<file path="src/rtl/cmp_pkg.sv">
// Shared comparison op codes for the branch compare pipeline.
// Imported by cmp_core and branch_cmp_pipe.
package cmp_pkg;

    localparam int OP_W = 3;

    typedef enum logic [OP_W-1:0] {
        OP_EQ  = 3'd0,
        OP_NE  = 3'd1,
        OP_LT  = 3'd2,
        OP_GE  = 3'd3,
        OP_LTU = 3'd4,
        OP_GEU = 3'd5,
        OP_RS6 = 3'd6,
        OP_RS7 = 3'd7
    } cmp_op_t;

endpackage

</file>
<file path="src/rtl/cmp_core.sv">
// Combinational branch comparator: EQ/NE, signed and unsigned LT/GE.
// Op codes 6 and 7 are reserved and flag err with taken low.
import cmp_pkg::*;

module cmp_core #(
    parameter int WIDTH = 32
) (
    input  logic [WIDTH-1:0] a,
    input  logic [WIDTH-1:0] b,
    input  cmp_op_t          op,
    output logic             taken,
    output logic             err
);

    logic eq;
    logic lt;
    logic ltu;

    assign eq  = (a == b);
    assign lt  = ($signed(a) < $signed(b));
    assign ltu = (a < b);

    always_comb begin
        taken = 1'b0;
        err   = 1'b0;
        unique case (1'b1)
            (op == OP_EQ):  taken = eq;
            (op == OP_NE):  taken = !eq;
            (op == OP_LT):  taken = lt;
            (op == OP_GE):  taken = !lt;
            (op == OP_LTU): taken = ltu;
            (op == OP_GEU): taken = !ltu;
            default:        err   = 1'b1;
        endcase
    end

endmodule

</file>
<file path="src/rtl/branch_cmp_pipe.sv">
// Two-stage valid/ready branch compare pipeline with flush.
// Optional saturating result counters when CMP_STATS_EN is defined.
import cmp_pkg::*;

module branch_cmp_pipe #(
    parameter int WIDTH = 32,
    parameter int TAG_W = 5,
    parameter int CNT_W = 16
) (
    input  logic             clk,
    input  logic             reset_n,
    input  logic             flush,
    input  logic             in_valid,
    output logic             in_ready,
    input  logic [WIDTH-1:0] a,
    input  logic [WIDTH-1:0] b,
    input  logic [2:0]       op,
    input  logic [TAG_W-1:0] in_tag,
    output logic             out_valid,
    input  logic             out_ready,
    output logic             out_taken,
    output logic             out_err,
    output logic [TAG_W-1:0] out_tag
`ifdef CMP_STATS_EN
    ,
    input  logic             stats_clr,
    output logic [CNT_W-1:0] total_cnt,
    output logic [CNT_W-1:0] taken_cnt
`endif
);

    logic             s1_valid;
    logic [WIDTH-1:0] s1_a;
    logic [WIDTH-1:0] s1_b;
    cmp_op_t          s1_op;
    logic [TAG_W-1:0] s1_tag;
    logic             s2_valid;
    logic             s1_adv;
    logic             s2_adv;
    logic             c_taken;
    logic             c_err;

    assign s2_adv    = !s2_valid || out_ready;
    assign s1_adv    = !s1_valid || s2_adv;
    // reset_n gates in_ready so nothing is offered while in reset
    assign in_ready  = reset_n && s1_adv && !flush;
    assign out_valid = s2_valid;

    always_ff @(posedge clk) begin
        if (in_valid && in_ready) begin
            s1_a   <= a;
            s1_b   <= b;
            s1_op  <= cmp_op_t'(op);
            s1_tag <= in_tag;
        end
    end

    cmp_core #(
        .WIDTH(WIDTH)
    ) u_core (
        .a    (s1_a),
        .b    (s1_b),
        .op   (s1_op),
        .taken(c_taken),
        .err  (c_err)
    );

    always_ff @(posedge clk or negedge reset_n) begin
        if (!reset_n) begin
            s1_valid  <= 1'b0;
            s2_valid  <= 1'b0;
            out_taken <= 1'b0;
            out_err   <= 1'b0;
            out_tag   <= '0;
        end else if (flush) begin
            s1_valid <= 1'b0;
            s2_valid <= 1'b0;
        end else begin
            if (s2_adv) begin
                s2_valid <= s1_valid;
                if (s1_valid) begin
                    out_taken <= c_taken;
                    out_err   <= c_err;
                    out_tag   <= s1_tag;
                end
            end
            if (s1_adv) begin
                s1_valid <= in_valid;
            end
        end
    end

`ifdef CMP_STATS_EN
    logic out_hs;

    // a result dropped by a same-cycle flush is not counted
    assign out_hs = out_valid && out_ready && !flush;

    always_ff @(posedge clk or negedge reset_n) begin
        if (!reset_n) begin
            total_cnt <= '0;
            taken_cnt <= '0;
        end else if (stats_clr) begin
            total_cnt <= '0;
            taken_cnt <= '0;
        end else if (out_hs) begin
            if (total_cnt != '1) begin
                total_cnt <= total_cnt + CNT_W'(1);
            end
            if (out_taken && taken_cnt != '1) begin
                taken_cnt <= taken_cnt + CNT_W'(1);
            end
        end
    end
`else
    logic [CNT_W-1:0] unused_cnt;

    assign unused_cnt = '0;
`endif

endmodule

</file>
<file path="config.mk">
export PLATFORM = sky130hd
export DESIGN_NAME = branch_cmp_pipe
export DESIGN_NICKNAME = d
export VERILOG_FILES = /design/src/rtl/cmp_pkg.sv /design/src/rtl/cmp_core.sv /design/src/rtl/branch_cmp_pipe.sv
export SDC_FILE = /design/constraint.sdc
export NUM_CORES = 1
export LEC_CHECK = 0
export BUFFER_PORTS_ARGS = -buffer_cell sky130_fd_sc_hd__clkbuf_2
export CELL_PAD_IN_SITES_DETAIL_PLACEMENT = 1
export CELL_PAD_IN_SITES_GLOBAL_PLACEMENT = 1
export CORE_MARGIN = 2
export CORE_UTILIZATION = 33
export DETAILED_ROUTE_END_ITERATION = 8
export HOLD_SLACK_MARGIN = 0.12
export PLACE_DENSITY = 0.61
export SLEW_MARGIN = 20
export SYNTH_ARGS = -nofsm -noshare
export SYNTH_HDL_FRONTEND = slang
export SYNTH_HIERARCHICAL = 1
export SYNTH_SLANG_ARGS = --single-unit
</file>
<file path="constraint.sdc">
create_clock -name clk -period 7.4 [get_ports clk]
set_input_delay 1.48 -clock clk [delete_from_list [all_inputs] [get_ports clk]]
set_output_delay 1.48 -clock clk [all_outputs]
set_load 0.02 [all_outputs]
</file>
Yosys cells after proc, flatten, opt, wreduce, memory -nomap -nowiden
Cells that the tools add are included.

Output and inout port bits: 9. Register bits after elaboration: 81.

Reduce and logical (&&, ||, !) cells: 16. Equal/unequal tests: 6. Bitwise operators: 1. Multiplexer cells: 6. Order comparisons: 2.

Operators by type and width (count): 32-bit < comparator (2); 32-bit == test (1); 3-bit by 2-bit == test with 1-bit output (second input constant) (2); 3-bit == test (second input constant) (2); 1-bit logical NOT (6); 1-bit case mux with 6 select lines (1); 6-bit OR reduction (1); 1-bit two-way mux (5); 2-bit nonzero test (2); 3-bit by 1-bit == test with 1-bit output (second input constant) (1); 1-bit logical AND (3); 3-bit logical NOT (1); 3-bit AND reduction (1); 1-bit logical OR (2); 1-bit NOT (1).

Depth between registers and ports, before layout
Gate-level depths: netlist (run 1).

Depth in word-level cells: 6. Depth in mapped cells: 10. Mapped depth without buffers: 10.

Cells and area by module
The synthesis (run 1) kept the hierarchy.

Modules (own cells, without submodules): branch_cmp_pipe (cells each 98, instances 1, sequential area each 2387.3 um^2, area each 2537.4 um^2); cmp_core (cells each 124, instances 1, sequential area each 0.0 um^2, area each 897.1 um^2).

Worst setup path after synthesis (run 1)
Ideal clock, no wire load.

Path kind: input to register. From: input port flush. To: register s1_a[0] (enable). Required time: 6790 ps. Library setup time: 610 ps. Stages on the path: 2. Buffers on the path: 0. Arrival time: 6963 ps. Slack: -172 ps. Path through: nand2b_1 a211oi_1.

Longest elaborated chain between the ends: 3.

Ends and longest elaborated chain: start, declared (RTL line branch_cmp_pipe.sv:12) `input logic flush,`; 1-bit logical NOT (RTL line branch_cmp_pipe.sv:46) `assign in_ready = reset_n && s1_adv && !flush;`; 1-bit logical AND (RTL line branch_cmp_pipe.sv:46); 1-bit logical AND (RTL line branch_cmp_pipe.sv:50) `if (in_valid && in_ready) begin`; end signal, assigned (RTL line branch_cmp_pipe.sv:51) `s1_a <= a;`; end, declared (RTL line branch_cmp_pipe.sv:33) `logic [WIDTH-1:0] s1_a;`.

Every way passes these cells. A chain may end at the register's enable or synchronous reset.

Worst setup path in the final report (run 1)
From: input port reset_n. To: output port in_ready.

Longest elaborated chain between the ends: 2.

Ends and longest elaborated chain: start, declared (RTL line branch_cmp_pipe.sv:11) `input logic reset_n,`; 1-bit logical AND (2 in series) (RTL line branch_cmp_pipe.sv:46); end, declared (RTL line branch_cmp_pipe.sv:14) `output logic in_ready,`.

Every way passes these cells.

==> results of run 1 <==
registers in the layout (all words and copies together), names as in the netlist:
name and flops:
out_err 1, out_tag 5, out_taken 1, out_valid 1, s1_a 32, s1_b 32, s1_op 3, s1_tag 5
s1_valid 1
placed cells by master (no fill, tap or decap), drive strengths merged:
cell type  Yosys  layout
o211ai         1       1
nor2           3       3
nor3           3       3
ha            32      32
a221oi         1       1
mux2           8       8
inv           34      34
nand3          4       4
or2            1       1
nand2          6       6
o21ai          5       5
nand4          8       8
nand2b         2       2
clkinv         0       1
buf            0       1
nor2b          2       2
nor4b          2       2
bufinv         0       1
clkbuf         0      96
o21ba          1       1
and2           1       1
nor4           1       1
clkinvlp       0       3
dfrtp          9       9
edfxtp        72      72
a21o           2       2
or4            1       1
nor3b          1       1
a211oi         3       3
a21oi         17      17
xnor2          2       2
per-stage QoR:
stage / utilization, % / cell area [µm²] / setup slack (ps) / total power [mW]
after floorplan: - / 3440 / 2330 / 0.577
after global placement: 39.6 / 4050 / 3730 / 0.615
after detailed placement: 39.6 / 4050 / 3720 / 0.618
after CTS: 41.4 / 4240 / 3720 / 0.930
after global routing: 41.4 / 4240 / 3660 / 0.957
final: 41.4 / 4240 / 3740 / 0.911
power by group through the flow:
stage | sequential, mW | combinational (mW) | clock [mW]
floorplan | 0.546 | 0.0310 | 0
global placement | 0.537 | 0.0781 | 0
detailed placement | 0.538 | 0.0799 | 0
CTS | 0.528 | 0.0805 | 0.322
global route | 0.530 | 0.0884 | 0.339
finish | 0.527 | 0.0783 | 0.306
routing by layer:
metal | part of all wire [%] | wire length (µm) | global-route usage [%] | up-vias
met2 | 49 | 3040 | 19.4 | 57
met3 | 4.1 | 251 | 2.51 | 19
li1 | - | - | - | 1013
met1 | 43 | 2630 | 14.1 | 949
met5 | 0 | 0 | 0 | -
met4 | 3.7 | 228 | 7.52 | 0
cells in the mapped netlist, drive strengths merged (3+ instances only):
| cell | n | area (µm²) |
|---|---|---|
| nand3 | 4 | 20.0 |
| nand4 | 8 | 50.1 |
| mux2 | 8 | 90.1 |
| nor2 | 3 | 11.3 |
| dfrtp | 9 | 225 |
| nor3 | 3 | 20.0 |
| ha | 32 | 400 |
| inv | 34 | 128 |
| edfxtp | 72 | 2160 |
| nand2 | 6 | 22.5 |
| a211oi | 3 | 22.5 |
| a21oi | 17 | 85.1 |
| o21ai | 5 | 25.0 |
cell type report:
type                            count  area [µm²]
Fill cell                        1101        5990
Inverter                           34         128
Multi-Input combinational cell    107         932
Timing Repair Buffer               86         433
Sequential cell                    81        2390
Clock inverter                      5        56.3
Tap cell                          136         170
Clock buffer                       11         131
logic make-up (layout without fill, tap and decap cells):
family | after synthesis | after routing
buffers and inverters | 34 | 136
xor gates and xnor gates | 2 | 2
AOI/OAI and AO/OA | 30 | 30
and+or+nand+nor | 35 | 35
adders and majority gates | 32 | 32
muxes | 8 | 8
DFF | 81 | 81
path summary, 6_finish.rpt:
path                            startpoint  slack (ps)          to
worst max register to register    s1_a[23]        4880   out_taken
worst min-delay path             s1_tag[3]         480  out_tag[3]
max in group asynchronous          reset_n        6220  out_tag[4]
worst max-delay path               reset_n        3740    in_ready
worst min register to register   s1_tag[3]         480  out_tag[3]
min in group asynchronous          reset_n         980     out_err
==> out/results.ini, run 1 <==
[yosys]
synth_top_family_by_area=adder cells
ys_seq_area_share_pct=69.5
yosysUniqueCellTypes=29
synth_xor_area_share_pct=0.510
yosys.area_share.adder_pct=11.7
syn_area_per_cell_um2=15.5
yosys.area_share.simple_pct=6.92
synth-compound-area-share_pct=5.06
ys_ff_latch=81
synth_mux_area_share_pct=2.62
postSynthCellCount=222
synth_ff_type=edfxtp_1
synthesis.area_um2=3430
syn-num-nets=331
yosys_warnings=6
synth_edf_count=72
async_flop_share_pct=11.1

[clock_network]
worstSkewPairLatency_ps=340
root_buffer=clkbuf_8
h-tree-depth=3
clock-sinks=81
cts_resized=0
cts_made_buffers=9
postCtsHoldBufs=0
clkTransAtPathRegs_ps=80
cts_max_path_buffers=2
cts_tree=yes
post_cts_buffers=0

[pwr]
internal_power_uw=711
p_per_area_nw_per_um2=215
p_sw_share_pct=22.0
power_frac_seq_pct=57.9
total_leakage_power_nw=1.81
ir_drop_uv=94.0
pwr-share-clk_pct=33.5
p_sw_uw=200
combinationalPowerShare_pct=8.6

[sta]
whs_ps=476
setup_viol=0
worst_pin_slew_ps=928
period_share_pct=49.4
rsz0062_at_grt=no
hold_violations=0
max_freq_ghz=0.273
fin_crit_ps=3660
maxSlewHeadroom_pct=38.1
finalMaxSlewViolations=0
setup_tns_ps=0
clock_skew_ps=9.49

[critical_path]
cp-end-kind=output pin
worstSetupPathType=in -> out
slowest_delay_ps=220
cpLargestDelayFamily=buffers and inverters
start_kind=primary input
path_buf_inv=2
crit_fanout=10
ff2ff_path_depth=9
path_depth=4
critPathRequiredTime_ps=5920
arrival_ps=2180
crit_top_cell=clkbuf_2
critical-path-slowest-cell=clkbuf_2
path_cells=clkbuf_2 > nand2b_1 > a21oi_1 > clkbuf_2

[global_route]
overflow=0
grt_pass1_vias=2148
antenna_found_initial=0
grt_pass1_wl_um=9960
grt_max_degree=73
grt_usage_pct=11.8

[job]
cap_violations=0

[final_layout]
fin_cells=460
drive_gt1_share_pct=34.9
diodes=0
area_delta_synth_final_pct=23.4
fin_nets=428

[drt]
wl_per_cell_um=13.4
drt_pass1_iterations=4
drt-vias-per-instance=4.43
antenna_left=0
drt-total-wl_um=6150
post-route-drc-count=0
drt_iter0_drc=77
vias=2038

[die]
num_rows=37
fp.dieW_um=106
coreArea_um2=10200
dieArea_um2=11200
pin_count=86
dieHeight_um=106
start_util_pct=33.6

[placed_design]
dp_hpwl_um=4660
gp_congestion=0.722
port_buffers=85
dp.cells=444

[worst_hold_path]
hold_depth=1
hold_path.class=reg -> reg

[run_status]
status=finished, final reports clean

No activity file was read; power rests on OpenSTA's default activity.
==> run 2: changes to the inputs <==
--- a/config.mk
+++ b/config.mk
@@ -12,7 +12,7 @@
 export CORE_UTILIZATION = 33
 export DETAILED_ROUTE_END_ITERATION = 8
 export HOLD_SLACK_MARGIN = 0.12
-export PLACE_DENSITY = 0.61
+export PLACE_DENSITY = 0.64
 export SLEW_MARGIN = 20
 export SYNTH_ARGS = -nofsm -noshare
 export SYNTH_HDL_FRONTEND = slang
==> constraint.sdc (replaced) <==
create_clock -name clk -period 3.2 [get_ports clk]
set_input_delay 0.64 -clock clk [delete_from_list [all_inputs] [get_ports clk]]
set_output_delay 0.64 -clock clk [all_outputs]
set_load 0.02 [all_outputs]
==> run 2 against run 1 <==
Compared with the run above: first-iteration DRC count fell by 30%; utilization rose by 0.53 points; register-to-register slack got worse by 4200 ps; global-route usage rose by 0.63 points; critical path depth rose by 5; worst setup slack got worse by 3000 ps; sequential power rose by 130%; combinational power rose by 130%; die area did not move; clock skew rose by 1.1 ps; critical path type is now reg -> reg.
==> out/results.ini, run 2 (synthesis gave the netlist of run 1 again) <==
[clock_network]
worstSkewPairLatency_ps=360
cts_resized=0
post_cts_buffers=0
postCtsHoldBufs=0
cts_max_path_buffers=2
root_buffer=clkbuf_8
clock-sinks=81
h-tree-depth=3
cts_tree=yes
clkTransAtPathRegs_ps=90
cts_made_buffers=9

[sta]
max_freq_ghz=0.404
period_share_pct=77.3
worst_pin_slew_ps=410
rsz0062_at_grt=no
maxSlewHeadroom_pct=72.7
hold_violations=0
setup_tns_ps=0
finalMaxSlewViolations=0
setup_viol=0
fin_crit_ps=2470
clock_skew_ps=10.6
setup_slack_ps=726

[critical_path]
arrival_ps=2710
rr_endpoint=out_taken
critical-path-slowest-cell=or4_4
worstSetupPathType=reg -> reg
slowest_delay_ps=590
start_kind=register
critPathRequiredTime_ps=3440
path_cells=ha_1 > nand4_1 > or4_4 > nor4_4 > xnor2_1 > nor3_2 > a211oi_1 > o21ai_1 > mux2_2
crit_fanout=4
worstReg2RegStart=s1_a[31]
reg2reg_slack_ps=730
cp-end-kind=register
ff2ff_path_depth=9

[drt]
drt-vias-per-instance=4.42
vias=2032
drt-total-wl_um=6460
post-route-drc-count=0
wl_per_cell_um=14.0
drt_iter0_drc=54
antenna_left=0
drt_pass1_iterations=4

[die]
fp.dieW_um=106
dieArea_um2=11200
num_rows=37
dieHeight_um=106
coreArea_um2=10200
start_util_pct=33.6
pin_count=86

[run_status]
status=finished, final reports clean

[job]
cap_violations=0

[global_route]
grt_usage_pct=12.4
grt_max_degree=73
grt_pass1_wl_um=10400
grt_pass1_vias=2188
overflow=0
antenna_found_initial=0

[placed_design]
port_buffers=85
dp_hpwl_um=4750
gp_congestion=0.721
pre_cts_ws_ps=699

[final_layout]
fillers=1067
biggestRegsByFlops=s1_a x32, s1_b x32
layout_commonest_cell=clkbuf_2
mostFrequentLayoutCells=85 x clkbuf_2, 72 x edfxtp_1, 34 x inv_1
drive_gt1_share_pct=35.8
area_delta_synth_final_pct=25.0
fin_nets=428
diodes=0
fin_util_pct=41.9

[pwr]
p_sw_share_pct=21.6
internal_power_mw=1.77
p_per_area_nw_per_um2=525
pwr-share-clk_pct=37.8
total_leakage_power_nw=1.85
p_sw_uw=487
ir_drop_uv=238
combinationalPowerShare_pct=8.1
power_frac_seq_pct=54.1

[worst_hold_path]
hold_path.class=in -> async

run 2: changes by cell type in the layout (fill, tap and decap cells not counted):
cell        delta
clkinv_2       +2
clkbuf_1       -2
buf_4          -1
clkinv_1       -1
buf_12         +1
clkbuf_8       +2
clkinvlp_4     -2
bufinv_16      +1
run 2: cell type report:
| cell class | instances | area, µm² | area share (%) |
|---|---|---|---|
| repair buffers | 86 | 445 | 10.4 |
| flip-flops and latches | 81 | 2390 | 55.6 |
| well taps | 136 | 170 | 3.97 |
| clock buffers | 11 | 151 | 3.53 |
| clock inverters | 5 | 77.6 | 1.81 |
| inverters | 34 | 128 | 2.97 |
| multi-input cells | 107 | 932 | 21.7 |
run 2: worst max-delay path, delay by kind of cell, from the launching register on:
family	cells	cell delay [ps]
XOR/XNOR	1	160
multiplexers	1	260
flip-flops	1	380
AO/OA/AOI/OAI	2	250
AND/OR/NAND/NOR	4	960
adder cells (fa/ha/maj)	1	350
run 2: power by group through the flow:
stage	Combinational [mW]	Clock (mW)	Sequential, mW
global placement	0.183	0	1.24
finish	0.183	0.851	1.22
floorplan	0.0727	0	1.26
global route	0.205	0.932	1.22
CTS	0.188	0.883	1.22
detailed placement	0.187	0	1.24
run 2: worst max-delay path by stage:
stage	startpoint	end
3_3_place_gp	s1_a[23]	out_taken
5_1_grt	s1_a[27]	out_taken
4_1_cts	s1_a[23]	out_taken
6_report	s1_a[31]	out_taken
2_1_floorplan	flush	s1_a[0]
3_5_place_dp	s1_a[23]	out_taken
run 2: layer usage:
metal,wire length [µm],GRT usage [%],vias to the layer above,part of all wire [%]
met4,117,5.92,0,1.8
met5,0,0,-,0
met3,295,4.17,9,4.6
li1,-,-,1010,-
met1,2830,15.0,962,44
met2,3210,20.1,51,50
run 2: through the flow:
stage                     area, µm²  hold slack, ps  power (mW)  std cells
after detailed placement       4060             466        1.43        444
after global placement         4060             457        1.42        444
after global routing           4290             127        2.36        460
final                          4290             138        2.25        460
after CTS                      4290             126        2.29        460
after floorplan                3450             344        1.34        222
